[src/rtl/vend_arbiter.sv]
// Round-robin scheduler that time-shares one vending machine core among N panels.
// Grants a panel, clears the core, feeds choice then money, and returns the result.
module vend_arbiter #(
    parameter int N       = 4,
    parameter int TIMEOUT = 8
) (
    input  logic           clk,
    input  logic           reset,
    input  logic [N-1:0]   req,
    input  logic [2*N-1:0] req_choice,
    input  logic [4*N-1:0] req_money,
    output logic [N-1:0]   gnt,
    output logic [N-1:0]   done,
    output logic           ok,
    output logic [3:0]     change_out,
    output logic           busy,
    output logic           vm_reset,
    output logic [1:0]     vm_choice,
    output logic [3:0]     vm_money,
    input  logic           vm_delivery,
    input  logic [3:0]     vm_change
);
    localparam int IW = (N > 1) ? $clog2(N) : 1;
    localparam int TW = (TIMEOUT > 1) ? $clog2(TIMEOUT) : 1;

    typedef enum logic [2:0] {IDLE, CLEAR, SELECT, PAY, DONE} state_t;

    state_t        state;
    logic [IW-1:0] rr, gidx, sel;
    logic          found;
    logic [TW-1:0] timer;
    logic [1:0]    lat_choice;
    logic [3:0]    lat_money;
    logic [1:0]    sel_choice;
    logic [3:0]    sel_money;

    // First requesting panel at or after the pointer, wrapping around.
    always_comb begin
        sel   = '0;
        found = 1'b0;
        for (int k = 0; k < N; k++) begin
            int j;
            j = int'(rr) + k;
            if (j >= N) j = j - N;
            if (!found && req[j]) begin
                found = 1'b1;
                sel   = IW'(j);
            end
        end
        sel_choice = req_choice[2*int'(sel) +: 2];
        sel_money  = req_money[4*int'(sel) +: 4];
    end

    always_ff @(posedge clk or posedge reset) begin
        if (reset) begin
            state      <= IDLE;
            gnt        <= '0;
            done       <= '0;
            ok         <= 1'b0;
            change_out <= '0;
            busy       <= 1'b0;
            vm_reset   <= 1'b1;
            vm_choice  <= '0;
            vm_money   <= '0;
            rr         <= '0;
            gidx       <= '0;
            timer      <= '0;
            lat_choice <= '0;
            lat_money  <= '0;
        end else begin
            case (state)
                IDLE: begin
                    vm_reset  <= 1'b0;
                    vm_choice <= '0;
                    vm_money  <= '0;
                    if (found) begin
                        gnt        <= '0;
                        gnt[sel]   <= 1'b1;
                        gidx       <= sel;
                        lat_choice <= sel_choice;
                        lat_money  <= sel_money;
                        busy       <= 1'b1;
                        if (sel_choice != 2'b00) begin
                            state    <= CLEAR;
                            vm_reset <= 1'b1;
                        end else begin
                            // Invalid product: refund without touching the core.
                            state      <= DONE;
                            done[sel]  <= 1'b1;
                            ok         <= 1'b0;
                            change_out <= sel_money;
                        end
                    end
                end
                CLEAR: begin
                    state     <= SELECT;
                    vm_reset  <= 1'b0;
                    vm_choice <= lat_choice;
                    vm_money  <= '0;
                end
                SELECT: begin
                    state    <= PAY;
                    vm_money <= lat_money;
                    timer    <= '0;
                end
                PAY: begin
                    timer <= timer + 1'b1;
                    if (vm_delivery || timer == TW'(TIMEOUT - 1)) begin
                        state      <= DONE;
                        done[gidx] <= 1'b1;
                        vm_choice  <= '0;
                        vm_money   <= '0;
                        // Delivery on the final cycle still counts as a sale.
                        ok         <= vm_delivery;
                        change_out <= vm_delivery ? vm_change : lat_money;
                    end
                end
                DONE: begin
                    state <= IDLE;
                    gnt   <= '0;
                    done  <= '0;
                    busy  <= 1'b0;
                    timer <= '0;
                    rr    <= (gidx == IW'(N - 1)) ? '0 : gidx + 1'b1;
                end
                default: state <= IDLE;
            endcase
        end
    end
endmodule

[config.mk]
export PLATFORM = sky130hd
export DESIGN_NAME = vend_arbiter
export DESIGN_NICKNAME = d
export VERILOG_FILES = /design/src/rtl/vend_arbiter.sv
export SDC_FILE = /design/constraint.sdc
export NUM_CORES = 1
export LEC_CHECK = 0
export ABC_AREA = 1
export CAP_MARGIN = 20
export CORE_MARGIN = 10
export CORE_UTILIZATION = 30
export DETAILED_ROUTE_END_ITERATION = 10
export GPL_TIMING_DRIVEN = 0
export HOLD_SLACK_MARGIN = 0.02
export PLACE_DENSITY = 0.59
export SLEW_MARGIN = 20
export SYNTH_ARGS = -nofsm -noshare
export SYNTH_HDL_FRONTEND = slang
export SYNTH_SLANG_ARGS = --single-unit
[constraint.sdc]
create_clock -name clk -period 2.67 [get_ports clk]
set_input_delay 0.801 -clock clk [delete_from_list [all_inputs] [get_ports clk]]
set_output_delay 0.801 -clock clk [all_outputs]
set_load 0.005 [all_outputs]
==> results of run 1 <==
[timing repair]
item                                    4_1_cts  5_1_grt
hold buffers                                  0        0
buffers inserted                              0        0
gates resized for setup                       0       30
endpoints found under the setup margin        0       21
[critical path: stages]
cell and delay [ns]:
dlymetal6s2s_1 0.14, inv_2 0.06, nand2_2 0.06, nand3_2 0.11, nand2_4 0.08, nor2_8 0.14
nand3_1 0.07, nand3_1 0.08, nand2_2 0.07, buf_6 0.14, nand2_1 0.08, nand2_2 0.09
o21ai_4 0.20, buf_2 0.21, nand3_1 0.09, nand2_1 0.09
[layout by cell type, fill, tap and decap left out, types with 6 or more instances in the layout]
cell | netlist | layout
nand2_2 | 10 | 19
inv_1 | 34 | 28
o21ai_0 | 19 | 19
clkdlybuf4s50_1 | 0 | 51
ha_1 | 6 | 6
nand2_1 | 135 | 125
nand3_1 | 22 | 18
dfrtp_1 | 36 | 36
nor2_1 | 11 | 11
inv_2 | 5 | 11
[cell families after synthesis]
group	Yosys count	synth area share, %
compound gates	39	10.29
fa+ha+maj	6	3.266
buf+inv	47	9.036
flops	37	40.34
simple gates	191	37.07
[layer usage]
metal  GRT usage, %  vias up  share of wire (%)
li1               -     1147                  -
met1          13.04      993                 45
met2          17.65       42                 48
met3          2.515        5                5.3
met4          4.008        0                1.6
met5              0        -                  0
[cells in the mapped netlist (all sizes together)]
library cell	count
a21o	1
a21oi	4
a22oi	4
a31oi	3
a32o	2
buf	6
clkbuf	1
dfrtp	36
dfstp	1
ha	6
inv	40
nand2	147
nand3	25
nand4	5
nor2	14
o21ai	21
o21bai	1
o22ai	2
o31ai	1
[power by group]
part           internal, mW  switching, mW
combinational          1.10           1.76
sequential            0.817          0.156
clock                 0.183          0.190
[through the flow]
step | util, % | setup TNS [ns]
floorplan | - | 0
global placement | 40.34 | -3.981
detailed placement | 40.71 | -4.650
CTS | 41.82 | 0
global route | 42.92 | 0
finish | 42.92 | 0
[worst max-delay path by stage]
stage / start / endpoint / slack [ns] / cells after the start
3_3_place_gp: req[1] / change_out[3]$_DFFE_PP0P_ / -0.26 / 18
2_1_floorplan: req[3] / done[2]$_DFFE_PP0P_ / 0.38 / 16
3_5_place_dp: req[3] / change_out[3]$_DFFE_PP0P_ / -0.31 / 18
6_report: req[0] / done[1]$_DFFE_PP0P_ / 0.39 / 16
5_1_grt: req[3] / done[3]$_DFFE_PP0P_ / 0.20 / 18
4_1_cts: req[3] / change_out[3]$_DFFE_PP0P_ / 0.002 / 18
[state kept, by name, summed over array words and instances (netlist names)]
name,count
change_out,4
done,4
gnt,4
lat_money,4
vm_money,4
state,3
timer,3
gidx,2
lat_choice,2
rr,2
vm_choice,2
busy,1
ok,1
vm_reset,1
[final cells by class]
cell class | instances | area, um^2
fillers | 789 | 4207
inverters | 40 | 155.1
clock inverters | 1 | 5.005
flip-flops and latches | 37 | 927.1
well taps | 99 | 123.9
repair buffers | 57 | 593.1
clock buffers | 7 | 76.32
multi-input cells | 236 | 1221
plain buffers | 7 | 61.31
==> qor_table.md, run 1 <==
| Metric | This run |
|:---|:---|
| Number of max-cap violations | 0 |
| Final critical-path required period | 2.276 ns |
| Post-detailed-placement half-perimeter wirelength | 5046 um |
| Hold Worst Slack | 0.4710 ns |
| Area growth from synthesis to layout | 37.62% |
| Count of endpoints failing hold in the final timing report | 0 |
| Cell area after placement | 3000 um^2 |
| Required time of the critical path | 2.90 ns |
| Global-route wire length before repair | 10050 um |
| Classification of the worst setup path | in2reg |
| Number of optimization iterations in the first detailed-route pass | 4 |
| Area leader, netlist | dfrtp_1 |
| Floorplan die area | 11560 um^2 |
| Count of cells along the worst hold path | 2 |
| Period Utilization, post-route | 85.23% |
| Reg-to-reg slack, setup | 0.46 ns |
| Fraction of post-synthesis cell area in the top cell type by area | 39.19% |
| Total non-filler cell area in the finished layout | 3163 um^2 |
| Routed Antenna Nets | 0 |
| End of the worst hold path | ok$_DFFE_PP0P_ |
| Width of the die | 107.5 um |
| Cell types occupying the most area after synthesis | dfrtp_1 39%, nand2_1 22%, inv_1 5.6% |
| Ys Warns | 0 |
| Share of post-route cells with drive strength above 1 | 15.84% |
| Syn_nets | 361 |
| Setup repair after global routing missed its margin | no |
| Peak fanout along the critical path | 10 |
| Critical Path Start Type | input pin |
| Normalized max-slew margin | 63.08% |
| Slew @ Worst Pin | 0.5538 ns |
| Htree depth | 2 |
| R2R Path Start | rr[0]$_DFFE_PP0P_ |
| Remaining DRCs | 0 |
| Fraction of the yosys area taken by sequential cells | 40.34% |
| P per Cell Area | 1330 nW/um^2 |
| Clock-pin slew on the worst setup and hold paths | 0.07 ns |
| Final non-filler cell total | 484 |
| Maximum clock frequency | 0.4394 GHz |
| Vias | 2187 |
| Seq cells post-synth | 37 |
| Mapped cell area | 2298 um^2 |
| Kind of capture point of the worst setup path | flop |
| IO buf count | 55 |
| Number of clock sinks | 37 |
| All-Layer GR Usage | 10.64% |
| Setup-violating endpoint count in the final report | 0 |
| Maximum clock insertion buffer count | 2 |
| PnR worst setup slack | 0.3944 ns |
| CTS tree | yes |
| Leak Pwr | 1.626 nW |
| Average wire per cell in the routed design | 13.09 um |
| Count of routing violations after the opening detailed-route iteration | 90 |
| Maximum number of pins on one net before global-route repair | 23 |
| Aggregate routed wire length | 6334 um |
| Average via count per standard cell | 4.519 |
| Area of the core | 7370 um^2 |
| Final Wtd Congestion | 0.8519 |
| TritonCTS buffer count | 5 |
| Total Power | 4.208 mW |
| I/O pin count | 56 |
| Skew-Pair Late Insertion Delay | 0.30 ns |
| Number of rows created at floorplan | 31 |
| Count of mapped cells out of synthesis | 320 |
| Clk_skew | 0.01313 ns |
| Number of antenna cells inserted | 0 |
| Type of the tightest min-delay check | reg2reg |
| Post-Place Setup Slack | -0.3053 ns |
| Post-synthesis average cell area | 7.183 um^2 |
| Result of the run | finished clean |
| Antenna violations before repair | 0 |
| Number of library cell types mapped by synthesis | 29 |
| Fin. max-slew vios | 0 |
| Number of global-route vias before repair | 2117 |
| Placed cell count | 475 |
| Worst-case reg-to-reg path depth | 16 |
| Worst hold start | ok$_DFFE_PP0P_ |
| Reg-to-reg endpoint | done[1]$_DFFE_PP0P_ |
| Starting density of the core | 31.19% |
| Final Net Count | 425 |
| Worst voltage drop across the vdd grid | 0.6375 mV |
| DIE HEIGHT | 107.5 um |
| Overall overflow remaining after global route | 0 |
| Clock root cell | clkbuf_8 |
| Arrival time at the worst endpoint | 2.51 ns |
Note: power is estimated with default switching activity, not from simulation.
==> inputs of run 2 (changes only) <==
HOLD_SLACK_MARGIN = 0.08   (was 0.02)
==> results of run 2 <==
Same layout as run 1: the final DEF is identical, and so are final timing and power.
==> inputs of run 3 (changes only) <==
REMOVE_ABC_BUFFERS = 1   (was not set)
==> qor_table.md, run 3 (same netlist as run 1, synthesis figures left out) <==
| Metric | This run |
|:---|:---|
| Setup-violating endpoint count in the final report | 0 |
| Worst path most repeated cell | nand2_1 |
| Count of routing violations after the opening detailed-route iteration | 101 |
| Peak fanout along the critical path | 10 |
| Final Util | 44.62% |
| Skew-Pair Late Insertion Delay | 0.29 ns |
| Final TNS setup | 0 ns |
| Routed Antenna Nets | 0 |
| IO buf count | 55 |
| Slew @ Worst Pin | 0.5195 ns |
| Floorplan die area | 11560 um^2 |
| Remaining DRCs | 0 |
| Area of the core | 7370 um^2 |
| Worst path cell trace | inv_6, nand2_1, nand2_1, nand2_2, nand2_4, nor2_8, nand3_1, nand3_2, nand2_4, buf_4, nand2_2, nand2_2, o21ai_4, buf_6, nand2_4, nand2_1, nand2_1 |
| CTS Hold Bufs | 0 |
| Aggregate routed wire length | 6485 um |
| Maximum clock insertion buffer count | 2 |
| Average wire per cell in the routed design | 13.32 um |
| Family with the most delay on the worst path | simple AND/OR/NAND/NOR gates |
| Number of clock sinks | 37 |
| Worst voltage drop across the vdd grid | 0.5791 mV |
| Vias | 2215 |
| Number of antenna cells inserted | 0 |
| Normalized max-slew margin | 65.37% |
| Peak per-stage delay on the critical path | 0.54 ns |
| CTS tree | yes |
| Worst hold start | ok$_DFFE_PP0P_ |
| Classification of the worst setup path | reg2reg |
| Clock-pin slew on the worst setup and hold paths | 0.08 ns |
| Count of endpoints failing hold in the final timing report | 0 |
| P per Cell Area | 1375 nW/um^2 |
| Final non-filler cell total | 487 |
| Arrival time at the worst endpoint | 2.52 ns |
| Average via count per standard cell | 4.548 |
| Starting density of the core | 31.19% |
| Fin. max-slew vios | 0 |
| Number of buffers and inverters on the critical path | 3 |
| Post-detailed-placement half-perimeter wirelength | 4902 um |
| Antenna violations before repair | 0 |
| Setup repair after global routing missed its margin | no |
| Commonest non-fill, non-tap cell in the layout | nand2_1 |
| Overall overflow remaining after global route | 0 |
| Number of max-cap violations | 0 |
| Worst path slowest cell | dfrtp_2 |
| Period Utilization, post-route | 87.55% |
| Leak Pwr | 1.670 nW |
| I/O pin count | 56 |
| Final critical-path required period | 2.337 ns |
| Placed cell count | 468 |
| Total non-filler cell area in the finished layout | 3288 um^2 |
| Global-route wire length before repair | 10760 um |
| Number of rows created at floorplan | 31 |
| Worst-case reg-to-reg path depth | 17 |
| Type of the tightest min-delay check | reg2reg |
| Share of post-route cells with drive strength above 1 | 18.81% |
| Kind of capture point of the worst setup path | flop |
| TritonCTS buffer count | 5 |
| End of the worst hold path | ok$_DFFE_PP0P_ |
| Maximum number of pins on one net before global-route repair | 21 |
| Required time of the critical path | 2.85 ns |
| Reg-to-reg slack, setup | 0.33 ns |
| Htree depth | 2 |
| Cell area after placement | 2948 um^2 |
| Final Net Count | 428 |
| Number of optimization iterations in the first detailed-route pass | 4 |
| Reg-to-reg endpoint | done[1]$_DFFE_PP0P_ |
| Number of global-route vias before repair | 2229 |
| R2R Path Start | rr[0]$_DFFE_PP0P_ |
| Count of cells along the worst hold path | 2 |
| Highest-count cells in the layout ignoring fill and taps | 122 x nand2_1, 51 x clkdlybuf4s50_1, 35 x dfrtp_1 |
| Clock root cell | clkbuf_8 |
| DIE HEIGHT | 107.5 um |
| Width of the die | 107.5 um |
| Result of the run | finished clean |
| All-Layer GR Usage | 11.32% |
| Final Wtd Congestion | 0.8401 |
| Critical Path Start Type | flop |
| Clk_skew | 0.01029 ns |
| Post-Place Setup Slack | -0.8429 ns |
| PnR worst setup slack | 0.3325 ns |
| Area growth from synthesis to layout | 43.06% |
| Maximum clock frequency | 0.4278 GHz |
[run 3: final cells by class]
cell class                 instances  area [um^2]
timing repair buffer              67        690.7
multi-input combinational        236         1261
sequential                        37        928.4
fill                             760         4081
clock inverter                     1        30.03
inverter                          40        167.7
clock buffer                       7        86.33
tap                               99        123.9
[run 3: what timing repair did]
action / 4_1_cts / 5_1_grt
gates cloned: 0 / 0
setup endpoints to repair: 11 / 22
pin swaps: 4 / 17
resized for setup: 5 / 37
endpoints found under the hold margin: 0 / 0
buffers inserted: 6 / 5
[run 3: layer usage]
layer / GRT usage, % / wire length [um] / up-vias
met5: 0 / 0 / -
met4: 3.912 / 104 / 0
met3: 2.455 / 331 / 8
met2: 18.65 / 3133 / 47
met1: 14.21 / 2916 / 1012
li1: - / - / 1148
[run 3: worst min-delay path: cells and delay by family (launching register included)]
family,cells,cell delay (ns)
AND/OR/NAND/NOR,2,0.09
flip-flops,1,0.35
[run 3: metrics by stage]
| stage | hold WS (ns) | power (mW) |
|---|---|---|
| floorplan | 0.4654 | 2.726 |
| CTS | 0.4780 | 4.337 |
| global placement | 0.4567 | 3.532 |
| finish | 0.4754 | 4.523 |
| detailed placement | 0.4599 | 3.556 |
| global route | 0.5015 | 5.013 |
[run 3: power by group]
group,internal [mW],switching (mW),total [mW]
combinational,1.21,1.81,3.02
clock,0.305,0.200,0.505
sequential,0.817,0.183,1.00
[run 3: worst max-delay path by stage]
stage	depth (start not counted)	slack (ns)	startpoint	end
floorplan	14	0.12	req[3]	change_out[0]$_DFFE_PP0P_
CTS	16	0.002	req[3]	change_out[3]$_DFFE_PP0P_
global placement	15	-0.84	req[1]	change_out[3]$_DFFE_PP0P_
global route	13	0.1	state[2]$_DFFE_PP0P_	done[1]$_DFFE_PP0P_
finish	17	0.33	rr[0]$_DFFE_PP0P_	done[1]$_DFFE_PP0P_
detailed placement	16	-0.84	req[3]	change_out[3]$_DFFE_PP0P_
